$ cat src/rtl/fpu_result_arbiter.sv
// Round-robin collector of FPU unit results into one registered output slot.
// Optional sticky accrued-exception register is enabled by defining FPU_FFLAGS_ACC_EN.
module fpu_result_arbiter #(
  parameter  int unsigned N_UNITS = 4,
  localparam int unsigned PTR_W   = $clog2(N_UNITS)
) (
  input  logic                   clk,
  input  logic                   reset,
  input  logic                   flush,
  input  logic [N_UNITS-1:0]     valid_in,
  output logic [N_UNITS-1:0]     ready_out,
  input  logic [32*N_UNITS-1:0]  result_in,
  input  logic [5*N_UNITS-1:0]   flags_in,
  output logic                   valid_out,
  input  logic                   ready_in,
  output logic [31:0]            result_out,
  output logic [4:0]             flags_out,
  output logic [PTR_W-1:0]       unit_out
`ifdef FPU_FFLAGS_ACC_EN
  ,
  input  logic                   fflags_clr,
  output logic [4:0]             fflags_acc
`endif
);

  localparam int unsigned RES_W = 32;
  localparam int unsigned FLG_W = 5;

  typedef enum logic {
    EMPTY = 1'b0,
    FULL  = 1'b1
  } state_t;

  state_t             state, state_nxt;
  logic [PTR_W-1:0]   rr_ptr;
  logic [PTR_W-1:0]   grant_idx;
  logic [PTR_W-1:0]   scan_idx;
  logic [N_UNITS-1:0] grant;
  logic               grant_any;
  int unsigned        scan_pos;
  logic [RES_W-1:0]   grant_result;
  logic [FLG_W-1:0]   grant_flags;
  logic               slot_free;
  logic               accept_en;
  logic               accept;
  logic               pop;

  // Round-robin search starting at rr_ptr, ascending with wrap
  always_comb begin
    grant     = '0;
    grant_idx = '0;
    grant_any = 1'b0;
    scan_pos  = 0;
    scan_idx  = '0;
    for (int unsigned k = 0; k < N_UNITS; k++) begin
      scan_pos = 32'(rr_ptr) + k;
      if (scan_pos >= N_UNITS) begin
        scan_pos = scan_pos - N_UNITS;
      end
      scan_idx = PTR_W'(scan_pos);
      if (!grant_any && valid_in[scan_idx]) begin
        grant_any        = 1'b1;
        grant[scan_idx]  = 1'b1;
        grant_idx        = scan_idx;
      end
    end
  end

  // Payload mux for the granted unit
  always_comb begin
    grant_result = '0;
    grant_flags  = '0;
    for (int unsigned i = 0; i < N_UNITS; i++) begin
      if (grant[i]) begin
        grant_result = result_in[RES_W*i +: RES_W];
        grant_flags  = flags_in[FLG_W*i +: FLG_W];
      end
    end
  end

  assign slot_free = (state == EMPTY) || ready_in;
  assign accept_en = slot_free && !flush && !reset;
  assign ready_out = grant & {N_UNITS{accept_en}};
  assign accept    = grant_any && accept_en;
  assign valid_out = (state == FULL) && !flush;
  assign pop       = valid_out && ready_in;

  // Slot occupancy next-state
  always_comb begin
    state_nxt = state;
    if (flush) begin
      state_nxt = EMPTY;
    end else if (accept) begin
      state_nxt = FULL;
    end else if (pop) begin
      state_nxt = EMPTY;
    end
  end

  always_ff @(posedge clk or posedge reset) begin
    if (reset) begin
      state <= EMPTY;
    end else begin
      state <= state_nxt;
    end
  end

  // Output slot payload and round-robin pointer
  always_ff @(posedge clk or posedge reset) begin
    if (reset) begin
      result_out <= '0;
      flags_out  <= '0;
      unit_out   <= '0;
      rr_ptr     <= '0;
    end else if (flush) begin
      result_out <= '0;
      flags_out  <= '0;
    end else if (accept) begin
      result_out <= grant_result;
      flags_out  <= grant_flags;
      unit_out   <= grant_idx;
      rr_ptr     <= (grant_idx == PTR_W'(N_UNITS - 1)) ? '0 : grant_idx + PTR_W'(1);
    end else if (pop) begin
      result_out <= '0;
      flags_out  <= '0;
    end
  end

`ifdef FPU_FFLAGS_ACC_EN
  // Sticky accrued exceptions; a clear keeps the flags popped in the same cycle
  always_ff @(posedge clk or posedge reset) begin
    if (reset) begin
      fflags_acc <= '0;
    end else if (fflags_clr) begin
      fflags_acc <= pop ? flags_out : '0;
    end else if (pop) begin
      fflags_acc <= fflags_acc | flags_out;
    end
  end
`endif

endmodule

$ cat config.mk
export PLATFORM = sky130hd
export DESIGN_NAME = fpu_result_arbiter
export DESIGN_NICKNAME = d
export VERILOG_FILES = /design/src/rtl/fpu_result_arbiter.sv
export SDC_FILE = /design/constraint.sdc
export NUM_CORES = 1
export LEC_CHECK = 0
export ABC_AREA = 1
export ABC_CLOCK_PERIOD_IN_PS = 3400
export CAP_MARGIN = 25
export CORE_MARGIN = 2
export CORE_UTILIZATION = 28
export DETAILED_ROUTE_END_ITERATION = 8
export PLACE_DENSITY_LB_ADDON = 0.12
export REMOVE_ABC_BUFFERS = 1
export SLEW_MARGIN = 15
export SYNTH_ARGS = -nofsm -noshare
export SYNTH_HDL_FRONTEND = slang
export SYNTH_SLANG_ARGS = --single-unit
export TNS_END_PERCENT = 10
$ cat constraint.sdc
create_clock -name clk -period 3.4 [get_ports clk]
set_clock_uncertainty 0.1 [all_clocks]
set_input_delay 0.51 -clock clk [delete_from_list [all_inputs] [get_ports clk]]
set_output_delay 0.51 -clock clk [all_outputs]
set_load 0.02 [all_outputs]
== Word-level counts from Yosys, hierarchy flattened ==
Cells that the tools add are included.

* Add/sub/neg operators: 8
* $lt $le $gt $ge: 12
* Equal/unequal tests: 1
* Mux-type cells: 50
* Bitwise operators: 6
* Reductions and logical operators: 20

{| class="wikitable"
|+ Operators with widths
! cell !! count
|-
| $mux 32 || 7
|-
| $mux 5 || 7
|-
| $mux 2 || 9
|-
| $mux 4 || 4
|-
| $mux 1 || 15
|-
| $logic_and 1x1->1 || 12
|-
| $lt 2x3->1 const B || 4
|-
| $or 4x4->4 || 3
|-
| $ge 3x3->1 const B || 3
|-
| $bmux 1 s2 || 4
|-
| $demux 1 s2 || 4
|-
| $ge 2x1->1 const B || 4
|-
| $sub 2x1->2 const B || 4
|-
| $add 2x2->3 const B || 2
|-
| $logic_not 1->1 || 5
|-
| $and 4x4->4 || 1
|-
| $add 2x1->3 const B || 1
|-
| $ge 2x3->1 const B || 1
|-
| $reduce_bool 3->1 || 1
|-
| $add 2x1->2 const B || 1
|-
| $eq 2x2->1 const B || 1
|-
| $not 1->1 || 2
|-
| $reduce_and 2->1 || 1
|-
| $logic_or 1x1->1 || 1
|}

* Register bits after elaboration: 42
* Input bits: 156
* Logic and storage cells: 102

== Depth between registers and ports, before layout ==
* Depth in word-level cells: 20
* Gate-level depth with buffers: 17
* Depth with buffers taken out: 16

== Worst setup path before layout ==
OpenSTA, ideal clock, no wires.

* Kind: register to output
* Start: register (tool-made name)
* End: output ready_out[3]
* Data arrival time: 2.225 ns
* Required time: 2.790 ns
* Setup slack: 0.565 ns
* Stages on the path, launching flop included: 13
* Cells stage by stage: dfrtp_1 inv_2 ha_1 inv_1 nand2_1 nand2_1 nor2_4 nand3_1 o211ai_2 buf_2 buf_2 nand2_1 inv_1

{| class="wikitable"
|+ RTL lines
! item !! line !! RTL
|-
| end, declared || 11 || <nowiki>output logic [N_UNITS-1:0] ready_out,</nowiki>
|}

== Worst setup path in the final report ==
* Start: input valid_in[2]
* End: output ready_out[1]

* Cells in the longest elaborated chain, start to end: 13
* Elaborated cells between the ends (all ways): 25
* Classes of those cells: 15 x mux; 4 x bitwise; 6 x reduce/logical

{| class="wikitable"
|+ RTL lines
! item !! line !! RTL
|-
| start, declared || 10 || <nowiki>input logic [N_UNITS-1:0] valid_in,</nowiki>
|-
| $bmux 1 s2 || 61 || <nowiki>if (!grant_any && valid_in[scan_idx]) begin</nowiki>
|-
| $mux 1 (implied by the code) || 61 ||
|-
| $mux 1 || 61 ||
|-
| $logic_not 1->1 || 61 ||
|-
| $logic_and 1x1->1 || 61 ||
|-
| $mux 1 || 61 ||
|-
| $logic_not 1->1 || 61 ||
|-
| $logic_and 1x1->1 || 61 ||
|-
| $mux 1 || 61 ||
|-
| $logic_not 1->1 || 61 ||
|-
| $logic_and 1x1->1 || 61 ||
|-
| $mux 4 * || 61 ||
|-
| $and 4x4->4 * || 83 || <nowiki>assign ready_out = grant & {N_UNITS{accept_en}};</nowiki>
|}

Mark *: on every way between the ends. The rest lies on a longest branch, timed or not. The select of a mux whose other input is x is not followed.

==> metrics.txt <==
Post CTS Setup Buffer Count=0; Tot GR Track Use=18.74%; Initial DRC Count=248; Std-Cell Rows=41; Leakage=3.200 nW; DR vias/cell=4.523; number of synthesized flops with an enable pin=0; CTS tree=done; CP delay by family, top=buffers and inverters; critical path, cell by cell=clkdlybuf4s50_1, inv_1, nand2_1, nand3_1, nand2_2, nor2_4, nand2_1, inv_1, nand2_1, nand3_2, nand2_1, inv_1, clkdlybuf4s50_1; minimum hold slack=0.3764 ns; Die X-Extent=117.6 um; Setup crit start=valid_in[2]; IO Count=200; worst setup margin=0.1478 ns; share of cells above drive strength 1=4.756%; commonest cells in the synthesized netlist=nand2_1 (305), inv_1 (88), a21oi_1 (77); Worst Hold Path Cells=2; Mean Syn Cell Area=5.727 um2; initial antenna violation count=0; multi-input logic area=2064 um2; Die Ht=117.6 um; Peak VDD IR=1.296 mV; Reg2Reg Setup Slack=0.36 ns; mux share of post-synthesis cell area=0%; Synth Area in XOR/XNOR=0%; Setup TNS=0 ns; critical path data required time=2.79 ns; Max Clk Rate=307.5 MHz; DRC=0; Placement Cell Area=5772 um2; cell area after layout=5951 um2; CP max FO=7; Mapped Cells=631; vias post-DR=4487; Yosys reg bits=42; Worst-path clk slew=0.06 ns; Async S/R FF share, synth=100.0%; post-synthesis sequential area ratio=29.09%; category of the most critical setup path=in2out; crit start category=primary input; worst-skew pair later-pin latency=0.28 ns; Clock Sink Count=42; port bufs=199; number of setup violations in the final report=0; RR Startpoint=rr_ptr[1]; Post-Route WL=13160 um; H-tree depth=2; post-synthesis adder-cell area fraction=2.424%; total CTS buffers=5; total power=5.270 mW; post-CTS resize count=0; DRT antenna net count=0; cell taking the most area after synthesis=nand2_1; largest net degree at the start of global routing=75; r2r worst-path depth=16; Core Area=12620 um2; max_slew headroom=49.80%; # nets final=982; area of the die=13830 um2; number of diodes=0; status=complete, no violations; TritonRoute pass-1 iters=6; crit path buf inv count=5; CTS root buffer=clkbuf_16; Final Slew Violations=0; main combinational cell family by area after synthesis=simple AND/OR/NAND/NOR gates; register area=1051 um2; Final HPWL DP=9710 um; slowest stage cell, crit path=clkdlybuf4s50_1; Period Utilization, post-route=95.65%; most used cell, CP=nand2_1; PwrDens=885.6 nW/um2; gr ovfl total=0; Critical Path Sink Type=primary output; WL/cell=13.26 um; fin util=47.15%; Period minus WS final=3.252 ns; worst hold start=flags_out[2]; WP data arrival=2.64 ns; placed instance count=983; area grow syn2layout=64.68%; post-synthesis compound-gate area fraction=12.92%; vias in the first global route=4470; Simple-Gate Fraction of Synth Area=40.93%; Final Hold Fails=0; CP peak stage delay=0.59 ns; first-pass GRT wire length=21600 um; Synth top area share=31.68%; ranking of synthesized cells by area=nand2_1 (32%), dfrtp_1 (29%), a21oi_1 (11%); Worst Tran Pin Value=0.7530 ns; YS warnings=0; Critical Path End=ready_out[1]; count leader, synth=nand2_1; reg-to-reg endpoint=result_out[1]; filler cell count=1324; clock buffer depth=2; Crit. path cell count=13; Initial Util=28.63%; Netlist cell types=24; area of the mapped netlist=3613 um2; hold crit path type=reg2reg; Placer Congestion=0.8446; Setup WS pre-CTS=0.09389 ns; ys flop type=dfrtp_1; Post-Layout Cell Count=992; total of max-cap violations=0; hold-fix buffers at CTS=0
[worst min-delay path by stage]
stage	to	slack (ns)
after floorplan	state	0.38
after global placement	result_out[13]	0.36
after detailed placement	result_out[13]	0.36
after CTS	result_out[3]	0.38
after global routing	flags_out[2]	0.40
final	flags_out[2]	0.38
[sequential cells by signal, indices dropped and copies added, names as in the netlist, named ones only]
| signal | flops |
|---|---|
| result_out | 32 |
| unit_out | 2 |
| flags_out | 5 |
| rr_ptr | 1 |
| state | 1 |
[final cells by class]
cell class / instances / area share, %
clock buffer: 6 / 2.334
clock inverter: 2 / 0.2103
inverter: 91 / 5.740
multi-input combinational: 464 / 34.69
sequential: 42 / 17.66
tap: 172 / 3.616
timing repair buffer: 215 / 35.74
[metal layers]
metal | share of wire (%) | wire length [um] | vias up | track usage [%]
li1 | - | - | 2303 | -
met1 | 44 | 5724 | 1988 | 22.76
met2 | 48 | 6341 | 175 | 33.32
met3 | 6.2 | 820 | 21 | 4.070
met4 | 2.0 | 269 | 0 | 5.120
met5 | 0 | 0 | - | 0
[layout by cell type, fill, tap and decap left out, drive strengths merged]
master,instances
nand2,307
clkdlybuf4s50,198
inv,91
a21oi,77
nand3,45
dfrtp,42
buf,16
nor2,13
ha,7
o21ai,6
clkbuf,6
nand4,4
a21boi,2
o211ai,1
nor3,1
a211oi,1
clkinvlp,1
clkinv,1
dlymetal6s2s,1
[where the power goes]
group | internal (mW) | switching (mW)
clock network | 0.291 | 0.196
logic | 1.46 | 2.62
registers | 0.639 | 0.0714
[kinds of logic after synthesis]
group                    after synthesis
adder cells (fa/ha/maj)                7
buffers and inverters                125
flip-flops                            42
AND/OR/NAND/NOR                      370
AO/OA/AOI/OAI                         87
[worst min-delay path, stage by stage (launching register included)]
cell	delay [ns]
dfrtp_1	0.34
nand2_1	0.05
nand2_1	0.05
Power figures use the tool's default switching activity.
